<file path="src/rtl/if_id_unit.sv">
// Fetch/decode stage: PC, PC0 and IR registers, next-PC select, latency-aware imem fetch and decode.
// Optional IF_MISALIGN_CHK_EN: PC_s=01/10 targets with bit1 set are refused and flagged in a sticky misalign_err.
module if_id_unit #(
  parameter logic [31:0] PC_RESET = 32'h0000_0000,
  parameter int          ADDR_W   = 6,
  parameter int          IMEM_LAT = 0
) (
  input  logic              clk,
  input  logic              rst,
  input  logic              PC_Write,
  input  logic              PC0_Write,
  input  logic              IR_Write,
  input  logic [1:0]        PC_s,
  input  logic [31:0]       rs1_data,
  output logic [ADDR_W-1:0] imem_addr,
  input  logic [31:0]       imem_rdata,
  output logic              fetch_busy,
  output logic [31:0]       PC,
  output logic [31:0]       PC0,
  output logic [31:0]       IR,
  output logic              IS_R,
  output logic              IS_IMM,
  output logic              IS_LUI,
  output logic              IS_LW,
  output logic              IS_SW,
  output logic              IS_BEQ,
  output logic              IS_JALR,
  output logic              IS_JAL,
  output logic [3:0]        ALU_OP,
  output logic [4:0]        rs1,
  output logic [4:0]        rs2,
  output logic [4:0]        rd,
  output logic [31:0]       imm,
  output logic              illegal,
  output logic              misalign_err
);

  localparam logic [31:0] NOP = 32'h0000_0013;

  logic [6:0]  opcode;
  logic [2:0]  f3;
  logic        f7b;
  logic [31:0] imm_i, imm_s, imm_b, imm_u, imm_j;
  logic [31:0] tgt_rel, tgt_jalr, pc_next;

  assign opcode = IR[6:0];
  assign f3     = IR[14:12];
  assign f7b    = IR[30];
  assign rs1    = IR[19:15];
  assign rs2    = IR[24:20];
  assign rd     = IR[11:7];

  assign imm_i = {{20{IR[31]}}, IR[31:20]};
  assign imm_s = {{20{IR[31]}}, IR[31:25], IR[11:7]};
  assign imm_b = {{19{IR[31]}}, IR[31], IR[7], IR[30:25], IR[11:8], 1'b0};
  assign imm_u = {IR[31:12], 12'b0};
  assign imm_j = {{11{IR[31]}}, IR[31], IR[19:12], IR[20], IR[30:21], 1'b0};

  always_comb begin
    IS_R    = 1'b0;
    IS_IMM  = 1'b0;
    IS_LUI  = 1'b0;
    IS_LW   = 1'b0;
    IS_SW   = 1'b0;
    IS_BEQ  = 1'b0;
    IS_JALR = 1'b0;
    IS_JAL  = 1'b0;
    ALU_OP  = 4'b0000;
    imm     = 32'd0;
    case (opcode)
      7'b0110011: begin
        IS_R   = 1'b1;
        ALU_OP = {f7b, f3};
      end
      7'b0010011: begin
        IS_IMM = 1'b1;
        // Only the shift-right group uses bit 30 to pick arithmetic vs logical.
        ALU_OP = (f3 == 3'b101) ? {f7b, f3} : {1'b0, f3};
        imm    = imm_i;
      end
      7'b0110111: begin
        IS_LUI = 1'b1;
        imm    = imm_u;
      end
      7'b0000011: if (f3 == 3'b010) begin
        IS_LW = 1'b1;
        imm   = imm_i;
      end
      7'b0100011: if (f3 == 3'b010) begin
        IS_SW = 1'b1;
        imm   = imm_s;
      end
      7'b1100011: if (f3 == 3'b000) begin
        IS_BEQ = 1'b1;
        imm    = imm_b;
      end
      7'b1100111: if (f3 == 3'b000) begin
        IS_JALR = 1'b1;
        imm     = imm_i;
      end
      7'b1101111: begin
        IS_JAL = 1'b1;
        imm    = imm_j;
      end
      default: ;
    endcase
    illegal = ~(IS_R | IS_IMM | IS_LUI | IS_LW | IS_SW | IS_BEQ | IS_JALR | IS_JAL);
  end

  assign tgt_rel  = PC0 + imm;
  assign tgt_jalr = (rs1_data + imm) & ~32'd1;

`ifdef IF_MISALIGN_CHK_EN
  logic target_bad;

  always_comb begin
    pc_next    = PC;
    target_bad = 1'b0;
    case (PC_s)
      2'b00:   pc_next = PC + 32'd4;
      2'b01:   begin pc_next = tgt_rel;  target_bad = tgt_rel[1];  end
      2'b10:   begin pc_next = tgt_jalr; target_bad = tgt_jalr[1]; end
      default: pc_next = PC;
    endcase
    if (target_bad) pc_next = PC;
  end

  always_ff @(posedge clk) begin
    if (rst)                         misalign_err <= 1'b0;
    else if (PC_Write && target_bad) misalign_err <= 1'b1;
  end
`else
  always_comb begin
    pc_next = PC;
    case (PC_s)
      2'b00:   pc_next = PC + 32'd4;
      2'b01:   pc_next = tgt_rel;
      2'b10:   pc_next = tgt_jalr;
      default: pc_next = PC;
    endcase
  end

  assign misalign_err = 1'b0;
`endif

  always_ff @(posedge clk) begin
    if (rst) begin
      PC  <= PC_RESET;
      PC0 <= 32'd0;
    end else begin
      if (PC_Write)  PC  <= pc_next;
      if (PC0_Write) PC0 <= PC;
    end
  end

  generate
    if (IMEM_LAT == 0) begin : g_comb_fetch
      assign fetch_busy = 1'b0;
      assign imem_addr  = PC[ADDR_W+1:2];

      always_ff @(posedge clk) begin
        if (rst)           IR <= NOP;
        else if (IR_Write) IR <= imem_rdata;
      end
    end else begin : g_lat_fetch
      typedef enum logic {S_IDLE, S_WAIT} fetch_state_t;
      fetch_state_t      state;
      logic [2:0]        cnt;
      logic [ADDR_W-1:0] fa;
      logic              busy;

      assign fetch_busy = busy;
      // The address is frozen while the fetch is in flight so PC may move on.
      assign imem_addr  = (state == S_WAIT) ? fa : PC[ADDR_W+1:2];

      always_ff @(posedge clk) begin
        if (rst) begin
          state <= S_IDLE;
          cnt   <= 3'd0;
          fa    <= '0;
          busy  <= 1'b0;
          IR    <= NOP;
        end else begin
          case (state)
            S_IDLE: if (IR_Write) begin
              fa    <= PC[ADDR_W+1:2];
              cnt   <= 3'(IMEM_LAT);
              busy  <= 1'b1;
              state <= S_WAIT;
            end
            S_WAIT: if (cnt == 3'd1) begin
              IR    <= imem_rdata;
              busy  <= 1'b0;
              state <= S_IDLE;
            end else begin
              cnt <= cnt - 3'd1;
            end
            default: state <= S_IDLE;
          endcase
        end
      end
    end
  endgenerate

endmodule
</file>
<file path="config.mk">
export PLATFORM = sky130hd
export DESIGN_NAME = if_id_unit
export DESIGN_NICKNAME = d
export VERILOG_FILES = /design/src/rtl/if_id_unit.sv
export SDC_FILE = /design/constraint.sdc
export NUM_CORES = 1
export LEC_CHECK = 0
export CAP_MARGIN = 0
export CELL_PAD_IN_SITES_DETAIL_PLACEMENT = 0
export CELL_PAD_IN_SITES_GLOBAL_PLACEMENT = 1
export CORE_UTILIZATION = 38
export CTS_CLUSTER_SIZE = 30
export DETAILED_ROUTE_END_ITERATION = 10
export PLACE_DENSITY = 0.91
export SYNTH_ARGS = -nofsm -noshare
export SYNTH_HDL_FRONTEND = slang
export SYNTH_SLANG_ARGS = --single-unit
</file>
<file path="constraint.sdc">
create_clock -name clk -period 8.2 [get_ports clk]
set_input_delay 2.05 -clock clk [delete_from_list [all_inputs] [get_ports clk]]
set_output_delay 2.05 -clock clk [all_outputs]
set_load 0.005 [all_outputs]
</file>
==> summary.md <==
The flow ran to the end, and the final reports show no timing, DRC or antenna violations. The delay of the slowest cell on the worst path was 0.58 ns. The max-capacitance violation count is 0. STA classifies the critical path endpoint as an output pin. The H-tree was split into 3 levels.

Entering global routing, the biggest net connects 69 pins. Setup violations remaining at the end of the flow were counted as 0. The logs give 48.4 mm for the global-route wire length before repair and 9120 for the number of vias in the routed layout. Setup repair after global routing left no endpoint under its margin. The die area is 22900 µm², and the number of global-route vias before repair is 8390. The tools report the portion of the post-synthesis area used by sequential elements as 22.7%. The tools report the end of the worst register-to-register path as PC[27]. The run gives 0 as the post-cts repair resize count.

Quantity of I/O buffers inserted on ports: 232. The overall die height is 151 µm. The critical path starts at IR[6]. Critical path data required time: 6.15 ns. The min-delay analysis places its worst path in the category reg -> reg. In the finished design, the share of the clock period the worst path needs comes to 69.5%. Global routing finished with a remaining overflow of 0.

The critical path in this run is classified as reg -> out. During synthesis, Yosys emitted a total of 0 warnings. Averaged over all synthesized cells, the footprint is 7.80 µm². At the end of the flow, the number of nets in the layout was 1395. The buffer and inverter count on the worst path came out at 1. The area growth from synthesis to layout came out at 31.1%. At the pin with the least slew margin, the transition time is 1.10 ns. The post-route netlist has 4.20% of its cells at a drive strength greater than 1. The die width works out to 151 µm. The initial antenna violation count is 0. The antenna diode count is 0.

The tools report the endpoint of the worst setup timing path as imm[25]. The clock passes through at most 2 buffers. Among cell families on the critical path, the largest total delay comes from simple AND/OR/NAND/NOR gates. After routing, the total negative slack on setup checks comes to 0 ns. The initial utilization of the core area, before any placement, comes to 38.8%. The clock transition at the register clock pins on the worst setup and hold paths after CTS came out at 0.07 ns.

Summed over all cells, the static leakage comes to 4.68 nW. Minimum setup slack among reg-to-reg paths: 2.89 ns. Synthesis inferred 96 register bits. Among all flip-flop cells after synthesis, the most frequent one is sky130_fd_sc_hd__dfxtp_1.

Once the clock tree was built, the setup fixing pass inserted 0 buffers. The data arrival time of the critical path is 3.65 ns, and the number of distinct library cells after synthesis is 77. The filler cells instantiated in the layout total 2147. Using the TritonRoute via totals, the vias-per-cell ratio works out to 5.91.

Subtracting the final worst setup slack from the clock period gives 5.70 ns. The placed wire-length estimate after detailed placement is 24.7 mm, and the DRC marker count from the first detailed-route iteration is 767. The number of pins exceeding their max-slew limit in the final report is 0. In the routed design, unresolved DRC markers number 0. Maximum fanout encountered on the critical timing path: 12.

The worst setup path is launched from a register. The iteration count of the initial detailed-routing pass is 5, and the post-route antenna net violation count is 0. The signal on the critical path passes through nor4b_1 -> nand2_1 -> o32ai_2 -> nor2_1 -> o21ai_0 -> and2_1 -> a21o_1 -> clkdlybuf4s50_1.

TritonCTS built the clock tree. The average routed wire per standard cell is 20.9 µm. In this run the tightest slew margin relative to its limit is 26.4%. For the overall fraction of global-route tracks in use, the log shows 28.1%. The routed wire length came out at 32.2 mm. The floorplan has 54 rows. For the core box area, the log shows 21800 µm². For this design, the slowest cell found on the critical path is sky130_fd_sc_hd__clkdlybuf4s50_1. Hold repair after CTS inserted 0 buffers. The number of cells on the worst reg-to-reg path is 16. Counting flops with an async set or reset pin after synthesis yields a share of 0%. The count of flip-flops with a built-in enable after synthesis came out at 0. CTS placed an instance of sky130_fd_sc_hd__clkbuf_16 at the clock tree root. For the count of final hold-check violations, the log shows 0. The critical path crosses 8 cells after its start point.

In this run the critical register-to-register path is launched from IR[6]. For the fmax, the log shows 175 MHz. The design draws 1.35 mW.

Clock tree synthesis inserted a total of 9 buffers. The later pin in the worst-skew pair is clocked with a latency of 0.37 ns. The global placement routability congestion came out at 0.945. The gate count after technology mapping was 1084; the clock sink count was 96. In this run the power density over the cells is 122 nW/µm². In this run the cell area of the synthesized design comes to 8460 µm².

In this run the count of I/O pins placed on the die edge is 235. The tools report the clock skew after layout as 0.00850 ns. Across the VDD grid, the largest voltage drop is 0.0000805 V.
[final cells by class]
class / count / area (µm²) / share of cell area (%)
clock buffer: 10 / 239 / 2.15
clock inverter: 6 / 65.1 / 0.587
inverter: 25 / 93.8 / 0.846
multi-input combinational: 885 / 6050 / 54.6
sequential: 96 / 1920 / 17.3
tap: 280 / 350 / 3.16
timing repair buffer: 240 / 2370 / 21.4
[cells in the mapped netlist, types with 7 or more instances]
library cell               count  share of area [%]
sky130_fd_sc_hd__a211oi_1     11               0.98
sky130_fd_sc_hd__a21o_1       41                3.6
sky130_fd_sc_hd__a21oi_1      93                5.5
sky130_fd_sc_hd__a221oi_1     11                1.1
sky130_fd_sc_hd__a22oi_1      11               0.98
sky130_fd_sc_hd__a31oi_1      13               0.96
sky130_fd_sc_hd__and2_1       16                1.2
sky130_fd_sc_hd__and3_1       12               0.89
sky130_fd_sc_hd__buf_1        10               0.44
sky130_fd_sc_hd__buf_2         7               0.41
sky130_fd_sc_hd__buf_4        24                2.1
sky130_fd_sc_hd__clkbuf_1     38                1.7
sky130_fd_sc_hd__dfxtp_1      96                 23
sky130_fd_sc_hd__ha_1         65                9.6
sky130_fd_sc_hd__inv_1        25                1.1
sky130_fd_sc_hd__mux2i_1      63                7.5
sky130_fd_sc_hd__nand2_1      70                3.1
sky130_fd_sc_hd__nand2b_1     21                1.6
sky130_fd_sc_hd__nand3_1      29                1.7
sky130_fd_sc_hd__nand4_1      16                1.2
sky130_fd_sc_hd__nor2_1      129                5.7
sky130_fd_sc_hd__nor2b_1      11               0.81
sky130_fd_sc_hd__nor3_1       18                1.1
sky130_fd_sc_hd__o211ai_1     12                1.1
sky130_fd_sc_hd__o21a_1        9               0.80
sky130_fd_sc_hd__o21ai_0      51                3.0
sky130_fd_sc_hd__xnor2_1      38                3.9
sky130_fd_sc_hd__xor2_1       17                1.8
[kinds of logic (layout without fill, tap and decap cells)]
group,after synthesis,count (layout),share of synthesized area (%)
flops,96,96,22.7
other cells,1,2,0.0443
compound gates,330,330,26.6
xor+xnor,55,55,5.69
fa+ha+maj,67,67,10.1
buf+inv,104,281,5.78
simple gates,368,368,21.7
mux,63,63,7.45
[through the flow]
stage,setup WS [ns],area (µm²),hold WS (ns),instances,util (%)
after global placement,2.89,10800,0.476,1526,49.4
after global routing,2.19,11100,0.534,1542,50.8
final,2.50,11100,0.521,1542,50.8
after detailed placement,2.84,10800,0.511,1526,49.4
after floorplan,3.64,8460,0.478,1085,-
after CTS,2.53,11100,0.521,1542,50.8
[state kept, by name (all words and copies together) (netlist names)]
| register | flops |
|---|---|
| IR | 32 |
| PC | 32 |
| PC0 | 32 |
[placed cells by master, fill, tap and decap left out, drive strengths merged, types with 16 or more instances in the layout]
cell type      count
inv               27
nor2             129
nor3              18
and2              16
o21ai             53
xnor2             38
nand3             29
nand4             16
a21oi             94
xor2              17
clkdlybuf4s50    229
ha                65
mux2i             63
nand2b            21
dfxtp             96
a21o              41
nand2             70
[power by group]
part,internal [mW],switching [mW],total (mW)
logic,0.179,0.184,0.363
registers,0.488,0.0386,0.527
clock network,0.247,0.217,0.463
[worst min-delay path by stage]
stage | start | end | cells after the start
global route | PC[0] | PC[0] | 2
CTS | PC[0] | PC[0] | 2
floorplan | PC[0] | PC[0] | 2
detailed placement | PC[0] | PC[0] | 2
global placement | PC[0] | PC[0] | 2
finish | PC[0] | PC[0] | 2
[metal layers]
metal | part of all wire, % | vias up | GRT usage [%]
met5 | 0 | - | 0
met2 | 46 | 404 | 44.7
met1 | 44 | 4330 | 37.2
li1 | - | 4325 | -
met3 | 7.3 | 61 | 4.31
met4 | 3.4 | 0 | 12.3
[worst reg2reg max path: cells and delay by family (launching register included)]
family                   cells  cell delay [ns]
AND/OR/NAND/NOR              4             1.23
adder cells (fa/ha/maj)      1             0.34
XOR/XNOR                     1             0.13
flip-flops                   1             0.56
AO/OA/AOI/OAI               10             2.94
Note: power is estimated with default switching activity, not from simulation.
